<file path="config.mk">
export PLATFORM = sky130hd
export DESIGN_NAME = rtc_ad_bus_writer
export DESIGN_NICKNAME = d
export VERILOG_FILES = /design/src/rtl/rtc_bus_pkg.sv /design/src/rtl/rtc_phase_timer.sv /design/src/rtl/rtc_ad_bus_writer.sv
export SDC_FILE = /design/constraint.sdc
export NUM_CORES = 1
export LEC_CHECK = 0
export CORE_AREA = 2 2 74 76
export CTS_CLUSTER_DIAMETER = 40
export DETAILED_ROUTE_END_ITERATION = 8
export DIE_AREA = 0 0 76 78
export GPL_TIMING_DRIVEN = 0
export MAX_ROUTING_LAYER = met4
export PLACE_DENSITY = 0.59
export SETUP_SLACK_MARGIN = 0.02
export SLEW_MARGIN = 5
export SYNTH_ARGS = -nofsm -noshare
export SYNTH_HDL_FRONTEND = slang
export SYNTH_HIERARCHICAL = 1
export SYNTH_SLANG_ARGS = --single-unit
</file>
<file path="constraint.sdc">
create_clock -name clk -period 5.7 [get_ports clk]
set_input_delay 1.14 -clock clk [delete_from_list [all_inputs] [get_ports clk]]
set_output_delay 1.14 -clock clk [all_outputs]
set_load 0.1 [all_outputs]
</file>
<file path="src/rtl/rtc_bus_pkg.sv">
// Shared types and constants for the RTC multiplexed AD bus blocks (writer now, reader later).
package rtc_bus_pkg;

    localparam int unsigned TIMER_W     = 8;
    localparam int unsigned DEF_T_SETUP = 4;
    localparam int unsigned DEF_T_PULSE = 10;
    localparam int unsigned DEF_T_HOLD  = 4;

    localparam logic CS_IDLE = 1'b1;
    localparam logic WR_IDLE = 1'b1;
    localparam logic RD_IDLE = 1'b1;

    // RTC register map used by the setting controller
    localparam logic [7:0] RTC_REG_SEC   = 8'h20;
    localparam logic [7:0] RTC_REG_MIN   = 8'h21;
    localparam logic [7:0] RTC_REG_HOUR  = 8'h22;
    localparam logic [7:0] RTC_REG_DAY   = 8'h23;
    localparam logic [7:0] RTC_REG_MONTH = 8'h24;
    localparam logic [7:0] RTC_REG_YEAR  = 8'h25;

    typedef enum logic [2:0] {
        ST_IDLE,
        ST_A_SETUP,
        ST_A_STROBE,
        ST_A_HOLD,
        ST_D_SETUP,
        ST_D_STROBE,
        ST_D_HOLD,
        ST_RELEASE
    } rtc_state_e;

    typedef struct packed {
        logic [7:0] addr;
        logic [7:0] data;
    } rtc_wr_req_t;

    // Timer reload value for a phase; a length of 0 still occupies one cycle
    function automatic logic [TIMER_W-1:0] phase_len_m1(input int unsigned len);
        return (len == 32'd0) ? TIMER_W'(0) : TIMER_W'(len - 32'd1);
    endfunction

endpackage

</file>
<file path="src/rtl/rtc_phase_timer.sv">
// Loadable 8-bit phase down-counter with a registered zero flag.
module rtc_phase_timer
    import rtc_bus_pkg::*;
(
    input  logic               clk,
    input  logic               reset,
    input  logic               load_i,
    input  logic [TIMER_W-1:0] load_val_i,
    output logic               zero_o
);

    logic [TIMER_W-1:0] count_q;
    logic               zero_q;

    always_ff @(posedge clk or posedge reset) begin
        if (reset) begin
            count_q <= '0;
            zero_q  <= 1'b1;
        end else if (load_i) begin
            count_q <= load_val_i;
            zero_q  <= (load_val_i == TIMER_W'(0));
        end else if (count_q != TIMER_W'(0)) begin
            count_q <= count_q - TIMER_W'(1);
            zero_q  <= (count_q == TIMER_W'(1));
        end
    end

    assign zero_o = zero_q;

endmodule

</file>
<file path="src/rtl/rtc_ad_bus_writer.sv">
// Writes one BCD byte to an RTC register as an address phase then a data phase on the AD bus.
// Optional RTC_BCD_CHECK_EN rejects requests whose digits are not valid BCD.
module rtc_ad_bus_writer
    import rtc_bus_pkg::*;
#(
    parameter int unsigned T_SETUP = DEF_T_SETUP,
    parameter int unsigned T_PULSE = DEF_T_PULSE,
    parameter int unsigned T_HOLD  = DEF_T_HOLD
) (
    input  logic       clk,
    input  logic       reset,
    input  logic       start,
    input  logic [7:0] addr,
    input  logic [3:0] digit1,
    input  logic [3:0] digit0,
    output logic       busy,
    output logic       done,
    output logic       err,
    output logic [7:0] ad_out,
    output logic       ad_oe,
    output logic       cs_n,
    output logic       a_d,
    output logic       wr_n,
    output logic       rd_n
);

    rtc_state_e         state_q, state_d;
    rtc_wr_req_t        req_q, req_d;
    logic               bcd_bad, accept, tmr_zero, tmr_load;
    logic [TIMER_W-1:0] tmr_val;
    logic               busy_q, done_q, ad_oe_q, cs_n_q, a_d_q, wr_n_q;
    logic [7:0]         ad_out_q;

`ifdef RTC_BCD_CHECK_EN
    assign bcd_bad = (digit1 > 4'd9) || (digit0 > 4'd9);
`else
    assign bcd_bad = 1'b0;
`endif

    assign accept = (state_q == ST_IDLE) && start && !bcd_bad;

    always_comb begin
        req_d = req_q;
        if (accept) begin
            req_d.addr = addr;
            req_d.data = {digit1, digit0};
        end
    end

    always_comb begin
        state_d = state_q;
        unique case (state_q)
            ST_IDLE:     if (accept)   state_d = ST_A_SETUP;
            ST_A_SETUP:  if (tmr_zero) state_d = ST_A_STROBE;
            ST_A_STROBE: if (tmr_zero) state_d = ST_A_HOLD;
            ST_A_HOLD:   if (tmr_zero) state_d = ST_D_SETUP;
            ST_D_SETUP:  if (tmr_zero) state_d = ST_D_STROBE;
            ST_D_STROBE: if (tmr_zero) state_d = ST_D_HOLD;
            ST_D_HOLD:   if (tmr_zero) state_d = ST_RELEASE;
            ST_RELEASE:                state_d = ST_IDLE;
            default:                   state_d = ST_IDLE;
        endcase
    end

    // Timer is reloaded with the length of whichever state is being entered
    always_comb begin
        tmr_val = '0;
        case (state_d)
            ST_A_SETUP, ST_D_SETUP:   tmr_val = phase_len_m1(T_SETUP);
            ST_A_STROBE, ST_D_STROBE: tmr_val = phase_len_m1(T_PULSE);
            ST_A_HOLD, ST_D_HOLD:     tmr_val = phase_len_m1(T_HOLD);
            default:                  tmr_val = '0;
        endcase
    end

    assign tmr_load = (state_d != state_q);

    rtc_phase_timer u_timer (
        .clk        (clk),
        .reset      (reset),
        .load_i     (tmr_load),
        .load_val_i (tmr_val),
        .zero_o     (tmr_zero)
    );

    // Bus outputs are decoded from the next state so they register glitch-free
    always_ff @(posedge clk or posedge reset) begin
        if (reset) begin
            state_q  <= ST_IDLE;
            req_q    <= '0;
            busy_q   <= 1'b0;
            done_q   <= 1'b0;
            ad_out_q <= '0;
            ad_oe_q  <= 1'b0;
            cs_n_q   <= CS_IDLE;
            a_d_q    <= 1'b0;
            wr_n_q   <= WR_IDLE;
        end else begin
            state_q <= state_d;
            req_q   <= req_d;
            busy_q  <= (state_d != ST_IDLE);
            done_q  <= (state_d == ST_RELEASE);
            wr_n_q  <= !((state_d == ST_A_STROBE) || (state_d == ST_D_STROBE));
            case (state_d)
                ST_A_SETUP, ST_A_STROBE, ST_A_HOLD: begin
                    cs_n_q   <= 1'b0;
                    a_d_q    <= 1'b0;
                    ad_oe_q  <= 1'b1;
                    ad_out_q <= req_d.addr;
                end
                ST_D_SETUP, ST_D_STROBE, ST_D_HOLD: begin
                    cs_n_q   <= 1'b0;
                    a_d_q    <= 1'b1;
                    ad_oe_q  <= 1'b1;
                    ad_out_q <= req_d.data;
                end
                default: begin
                    cs_n_q   <= CS_IDLE;
                    a_d_q    <= 1'b0;
                    ad_oe_q  <= 1'b0;
                    ad_out_q <= '0;
                end
            endcase
        end
    end

`ifdef RTC_BCD_CHECK_EN
    logic err_q;

    always_ff @(posedge clk or posedge reset) begin
        if (reset) begin
            err_q <= 1'b0;
        end else begin
            err_q <= (state_q == ST_IDLE) && start && bcd_bad;
        end
    end

    assign err = err_q;
`else
    assign err = 1'b0;
`endif

    assign busy   = busy_q;
    assign done   = done_q;
    assign ad_out = ad_out_q;
    assign ad_oe  = ad_oe_q;
    assign cs_n   = cs_n_q;
    assign a_d    = a_d_q;
    assign wr_n   = wr_n_q;
    assign rd_n   = RD_IDLE;

endmodule

</file>
==> metrics.md, run 1 <==
| Metric | Value |
|---|---|
| Largest cells by area after synthesis | `dfrtp_1 (49%), mux2_2 (9.1%), a21bo_1 (4.0%)` |
| Pwr dens | `541.0 mW/mm^2` |
| Endpoints failing hold | `0` |
| Via density | `4.664` |
| Synth unique cells | `43` |
| Final design area excluding fillers | `0.002574 mm^2` |
| Die Width | `76 um` |
| Async set or reset register ratio after synthesis | `100.0%` |
| Routed via count | `1334` |
| Placed cell count | `278` |
| R2r worst-path depth | `8` |
| Post-CTS Hold Fix Bufs | `0` |
| Kind of critical path | `in2reg` |
| Endpoints failing setup | `0` |
| Final nets | `237` |
| Total core area | `0.005042 mm^2` |
| Largest net degree at the start of global routing | `34` |
| FP Rows | `26` |
| Syn Inst Count | `167` |
| Starting Density | `39.45%` |
| # resized after CTS | `0` |
| Max VDD drop | `265.6 uV` |
| Least-Margin Pin Slew | `1134 ps` |
| CTS Buf Count | `5` |
| Synth Flop Type | `dfrtp_1` |
| Final Cycle Share | `55.73%` |
| WHS Endpoint | `req_q[12]` |
| Status | `completed` |
| Post-Layout Cell Count | `286` |
| R2R Setup Slk | `3300 ps` |
| RSZ-0062 raised after global routing | `no` |
| IO Pins | `35` |
| Fin Clk Skew | `4.364 ps` |
| Syn avg cell area | `11.91 um^2` |
| Clock-pin slew on the worst setup and hold paths | `80 ps` |
| WL final | `3784 um` |
| Share of post-route cells with drive strength above 1 | `20.37%` |
| Overall power | `1.392 mW` |
| Leakage | `1.139 nW` |
| Startpoint types | `input port` |
| Ant diodes | `0` |
| Num Clock Sinks | `42` |
| Placer Congestion | `0.8327` |
| Worst r2r src | `state_q[2]` |
| EDFF count, synth | `0` |
| Drt pass-1 iters | `4` |
| Met1 Usage GRT | `16.47%` |
| Drc violations | `0` |
| # Max-Cap Violations | `0` |
| Seq/Total Area, Yosys | `53.02%` |
| FF+latch count, synth | `42` |
| Crit. End Element | `flip-flop` |
| Post-Syn Area | `0.001989 mm^2` |
| Achievable Freq | `314.8 MHz` |
| Max Slew Vio Count | `0` |
| Die area | `0.005928 mm^2` |
| Tmin final | `3176 ps` |
| Post-DRT Antenna Nets | `0` |
| Die Ht | `78 um` |
| DR iter-0 viols | `71` |
| Met3 usage | `4.070%` |
| TritonCTS clock tree | `built` |
| Gr busiest metal | `met2` |
| Crit Path Max Fanout | `10` |
| H-Tree Depth | `2` |
| DP Area | `0.002431 mm^2` |
| Total global-route track usage | `14.61%` |
| Root buffer cell | `clkbuf_8` |
| CTS max path bufs | `2` |
| Input/output buffers | `32` |
| First-pass GRT wire length | `6720 um` |
| Initial antenna violation count | `0` |
| Grt ovf | `0` |
| Vias in the first global route | `1435` |
| WL per Instance | `13.23 um` |
| Synth area leader | `dfrtp_1` |
| Max_slew headroom | `23.91%` |
| Worst R2R End | `u_timer/count_q[5]` |
| Setup TNS | `0 ps` |
| Area grow syn2layout | `29.37%` |
| YS warnings | `6` |
| DP Wirelength | `2765 um` |
| Hold Path Class | `reg2reg` |
| Yosys top cell area share | `49.06%` |
| WP data required | `5860 ps` |
| Hold wc startpoint | `req_q[12]` |
| Hold Crit Depth | `1` |
| Clock Latency Late Sink | `290 ps` |
| Grt met2 use | `25.54%` |
| CP Data Arrival Time | `3330 ps` |
| Post-CTS Setup Bufs | `0` |
routing by layer:
metal	wire length (um)	vias up
li1	-	652
met1	1561	642
met2	1981	33
met3	194	7
met4	47	0
met5	0	-
worst max-delay path by stage:
| stage | startpoint | end | slack [ps] |
|---|---|---|---|
| global placement | start | u_timer/count_q[5] | 2230 |
| finish | start | u_timer/count_q[5] | 2520 |
| global route | start | u_timer/count_q[5] | 2280 |
| detailed placement | start | u_timer/count_q[5] | 2160 |
| floorplan | start | u_timer/count_q[5] | 3160 |
| CTS | start | u_timer/count_q[5] | 2480 |
cells in the mapped netlist, drive strengths merged, types with 3 or more instances:
cell type / n
dfstp: 3
dfrtp: 39
o21ai: 9
buf: 5
ha: 3
nor3: 5
nor2: 3
a21bo: 8
nand2: 10
a21oi: 10
and2: 3
xor2: 4
nand2b: 12
mux2: 17
xnor2: 3
inv: 9
state kept, by name, summed over array words and instances, names as in the netlist:
register         cells
req_q               16
ad_out               8
u_timer/count_q      8
state_q              3
a_d                  1
ad_oe                1
busy                 1
cs_n                 1
done                 1
u_timer/zero_o       1
wr_n                 1
critical path, cell delays in order:
cell and delay [ps]:
clkdlybuf4s50_1 500, nor4b_4 570, buf_6 250, nand3b_1 230
inv_1 120, clkbuf_1 240, o21ai_0 220, a21oi_1 60
cells by family after synthesis:
group	count (synthesis)	share of synthesized area, %
XOR/XNOR	7	3.082
AO/OA/AOI/OAI	33	11.70
multiplexers	18	10.31
flip-flops	42	53.02
adder cells (fa/ha/maj)	3	1.887
AND/OR/NAND/NOR	45	15.03
buffers and inverters	17	4.590
other	2	0.3775
layout make-up:
class                   instances  area, um^2
fillers                       448        2469
flip-flops and latches         42        1055
multi-input cells             117       877.1
repair buffers                 32       320.3
well taps                      70       87.58
clock buffers                   6       82.58
clock inverters                 2       60.06
plain buffers                   7       53.80
inverters                      10       37.54
where the power goes:
group	switching [mW]	internal (mW)	leakage [nW]
Combinational	0.398	0.221	0.575
Sequential	0.0659	0.420	0.493
Clock	0.101	0.187	0.0714
Total	0.564	0.828	1.14
layout by cell type (no fill, tap or decap), types with 2 or more instances in the layout:
cell type	instances
nand2_1	10
nor3_1	4
and2_1	2
clkbuf_8	6
conb_1	11
clkdlybuf4s50_1	32
bufinv_16	2
a21oi_1	9
nand3b_1	2
xor2_1	4
buf_4	3
mux2_2	16
o21ai_1	4
nor2_1	3
o21ai_0	5
nand2b_1	12
or3_1	2
a21bo_1	8
xnor2_1	3
clkinv_1	2
ha_1	3
dfstp_2	3
inv_1	8
dfrtp_1	39
buf_6	2
per-stage QoR:
stage / setup slack, ps / util (%) / hold WS [ps]
floorplan: 3157 / - / 468.3
global placement: 2233 / 48.21 / 478.9
detailed placement: 2164 / 48.21 / 487.5
CTS: 2476 / 51.04 / 506.7
global route: 2285 / 51.04 / 523.5
finish: 2524 / 51.04 / 502.9
Power figures use the tool's default switching activity.
==> run 2, diff against run 1 <==
==> constraint.sdc (replaced) <==
create_clock -name clk -period 3 [get_ports clk]
set_input_delay 0.6 -clock clk [delete_from_list [all_inputs] [get_ports clk]]
set_output_delay 0.6 -clock clk [all_outputs]
set_load 0.1 [all_outputs]
==> results of run 2 <==
The final DEF is identical to that of run 1. Status: completed.
Among the figures that moved: setup slack after placement 2164 ps -> 3.612 ps; setup slack after layout 2524 ps -> 363.6 ps; register-to-register setup slack 3300 ps -> 600 ps; total power 1.392 mW -> 2.645 mW; worst IR drop on VDD 265.6 uV -> 504.6 uV
==> run 3, diff against run 2 <==
--- a/config.mk
+++ b/config.mk
@@ -5,13 +5,16 @@
 export SDC_FILE = /design/constraint.sdc
 export NUM_CORES = 1
 export LEC_CHECK = 0
-export CORE_AREA = 2 2 74 76
+export ABC_AREA = 1
+export CELL_PAD_IN_SITES_DETAIL_PLACEMENT = 1
+export CELL_PAD_IN_SITES_GLOBAL_PLACEMENT = 1
+export CORE_AREA = 2 2 78 80
 export CTS_CLUSTER_DIAMETER = 40
 export DETAILED_ROUTE_END_ITERATION = 8
-export DIE_AREA = 0 0 76 78
+export DIE_AREA = 0 0 80 82
 export GPL_TIMING_DRIVEN = 0
 export MAX_ROUTING_LAYER = met4
-export PLACE_DENSITY = 0.59
+export PLACE_DENSITY = 0.75
 export SETUP_SLACK_MARGIN = 0.02
 export SLEW_MARGIN = 5
 export SYNTH_ARGS = -nofsm -noshare
==> run 3 against run 2 <==
Net effect: count of clock-buffer cells in the layout fell by 1; worst setup slack got worse by 92 ps; highest routed layer unchanged; critical path type unchanged; total power rose by 30%; global-route usage rose by 4.2 points; sequential power rose by 3.6%; utilization fell by 2.9 points; final area rose by 7.5%; non-clock buffer count rose by 3; critical endpoint is now u_timer/count_q[1]; synthesized cell count rose by 59%.
==> metrics.md, run 3 <==
| Metric | Value |
|---|---|
| Sequential share of power | `27.8%` |
| FP Rows | `28` |
| Min Hold Slack | `477.6 ps` |
| Final nets | `335` |
| Endpoints failing hold | `0` |
| Post-CTS Setup Bufs | `0` |
| Placed cell count | `381` |
| Drt pass-1 iters | `4` |
| Grt ovf | `0` |
| CP max stage delay | `530 ps` |
| Clk pwr share | `13.5%` |
| Max_slew headroom | `34.86%` |
| Vias in the first global route | `1977` |
| CTS max path bufs | `2` |
| NetSw | `1.783 mW` |
| EDFF count, synth | `0` |
| TritonCTS clock tree | `built` |
| R2r worst-path depth | `9` |
| Final Cycle Share | `90.95%` |
| Met1 Usage GRT | `23.01%` |
| First-pass GRT wire length | `9170 um` |
| Met3 usage | `3.956%` |
| WL final | `5348 um` |
| H-Tree Depth | `2` |
| YS warnings | `6` |
| Comb pwr share | `58.7%` |
| Timing endpoint of the critical path | `u_timer/count_q[1]` |
| Syn avg cell area | `8.329 um^2` |
| CP most frequent cell | `buf_6` |
| Gr busiest metal | `met2` |
| Die area | `0.006560 mm^2` |
| P_int | `1.655 mW` |
| DR iter-0 viols | `72` |
| R2R Setup Slk | `500 ps` |
| Share of post-route cells with drive strength above 1 | `19.43%` |
| Worst r2r src | `state_q[2]` |
| Routed via count | `1863` |
| Synth area leader | `dfrtp_1` |
| Total global-route track usage | `18.86%` |
| Pwr dens | `1242 mW/mm^2` |
| Crit. End Element | `flip-flop` |
| Final design area excluding fillers | `0.002768 mm^2` |
| # resized after CTS | `0` |
| DP Wirelength | `3990 um` |
| CP cell instances | `clkdlybuf4s50_1 > inv_1 > nor2_8 > nand2_4 > buf_6 > buf_6 > a31oi_1 > inv_2 > clkbuf_8 > o211ai_2 > o21ai_2` |
| Multi-input gate area | `992.2 um^2` |
| DP Area | `0.002655 mm^2` |
| Layout fillers | `730` |
| Max reg flops | `16` |
| Clock-pin slew on the worst setup and hold paths | `90 ps` |
| Root buffer cell | `clkbuf_8` |
| Leakage | `1.408 nW` |
| Area grow syn2layout | `25.40%` |
| Grt met2 use | `32.17%` |
| WL per Instance | `13.75 um` |
| Post-DRT Antenna Nets | `0` |
| Num Clock Sinks | `42` |
| Synth unique cells | `29` |
| Placer Congestion | `0.8448` |
| Max Slew Vio Count | `0` |
| Post-Layout Cell Count | `389` |
| Seq/Total Area, Yosys | `47.79%` |
| Status | `completed` |
| Input/output buffers | `32` |
| Slowest-stage cell, CP | `a31oi_1` |
| Largest net degree at the start of global routing | `34` |
| # Max-Cap Violations | `0` |
| Drc violations | `0` |
| FF+latch count, synth | `42` |
| Ant diodes | `0` |
| Commonest non-fill, non-tap cell in the layout | `nand2_1` |
| Async set or reset register ratio after synthesis | `100.0%` |
| Die Width | `80 um` |
| Achievable Freq | `366.5 MHz` |
| Largest Register | `req_q` |
| Endpoints failing setup | `0` |
| Fin Clk Skew | `10.60 ps` |
| Post-CTS Hold Fix Bufs | `0` |
| Starting Density | `38.41%` |
| IO Pins | `35` |
| WP data required | `3200 ps` |
| FF+latch area | `0.001055 mm^2` |
| Hold wc startpoint | `req_q[7]` |
| Yosys top cell area share | `44.22%` |
| Tmin final | `2729 ps` |
| Most frequent cells in the layout | `nand2_1 (57), nand3_1 (46), dfrtp_1 (39)` |
| Largest cells by area after synthesis | `dfrtp_1 (44%), nand3_1 (10%), nand2_1 (9.7%)` |
| CP Data Arrival Time | `2930 ps` |
| Max VDD drop | `761.9 uV` |
| RSZ-0062 raised after global routing | `no` |
| Commonest cells in the synthesized netlist | `nand2_1 (57), nand3_1 (46), dfrtp_1 (39), nor2_1 (27), inv_1 (24)` |
| Hold Path Class | `reg2reg` |
| Top-count cell post-synth | `nand2_1` |
| Synth Flop Type | `dfrtp_1` |
| Worst R2R End | `u_timer/count_q[1]` |
| CTS Buf Count | `5` |
| Via density | `4.789` |
| Critical Path Source | `start` |
| Sw Ratio | `51.87%` |
| Post-Syn Area | `0.002207 mm^2` |
| Initial antenna violation count | `0` |
| Kind of critical path | `in2reg` |
| Clock Latency Late Sink | `300 ps` |
| Syn Inst Count | `265` |
| Total core area | `0.005746 mm^2` |
| Least-Margin Pin Slew | `974.0 ps` |
| Startpoint types | `input port` |
| Crit Path Max Fanout | `10` |
| Die Ht | `82 um` |
## run 3: cells by family after synthesis
group / count (synthesis) / synth area share [%]
AO/OA/AOI/OAI: 17 / 4.989
AND/OR/NAND/NOR: 162 / 36.39
other: 2 / 0.3403
buffers and inverters: 39 / 8.786
adder cells (fa/ha/maj): 3 / 1.701
flip-flops: 42 / 47.79
## run 3: routing by layer
metal	up-vias	part of all wire, %
met4	0	0.75
met3	4	2.7
li1	920	-
met1	915	46
met5	-	0
met2	24	50
## run 3: cell type report
type	count	area share [%]
sequential	42	38.11
multi-input combinational	193	35.85
timing repair buffer	32	11.57
inverter	29	3.933
tap	75	3.391
buffer	10	3.074
clock buffer	5	2.486
clock inverter	3	1.582
## run 3: per-stage QoR
step	setup TNS [ps]	total power [mW]	setup WS, ps	utilization [%]
floorplan	0	2.532	814.8	-
global placement	-54.67	2.942	-30.57	46.21
detailed placement	-123.3	3.000	-45.21	46.21
CTS	0	3.478	268.3	48.17
global route	0	3.710	83.21	48.17
finish	0	3.438	271.4	48.17
## run 3: worst min path at each step
stage                               to  slack [ps]  depth (start not counted)
global route                 req_q[13]         510                          2
global placement              req_q[2]         450                          2
detailed placement            req_q[7]         460                          2
finish                        req_q[7]         480                          2
floorplan           u_timer/count_q[0]         430                          1
CTS                           req_q[7]         480                          2
## run 3: worst max-delay path, delay by kind of cell
kind                   cells  cell delay (ps)
AOI/OAI and AO/OA          3              780
and+or+nand+nor            2              250
buffers and inverters      6             1280
## run 3: power by group through the flow
stage	clock network [mW]	logic (mW)	registers, mW
6_report	0.463	2.02	0.956
4_1_cts	0.476	2.05	0.957
3_5_place_dp	0	2.03	0.967
5_1_grt	0.497	2.23	0.982
2_1_floorplan	0	1.08	1.45
3_3_place_gp	0	1.99	0.954
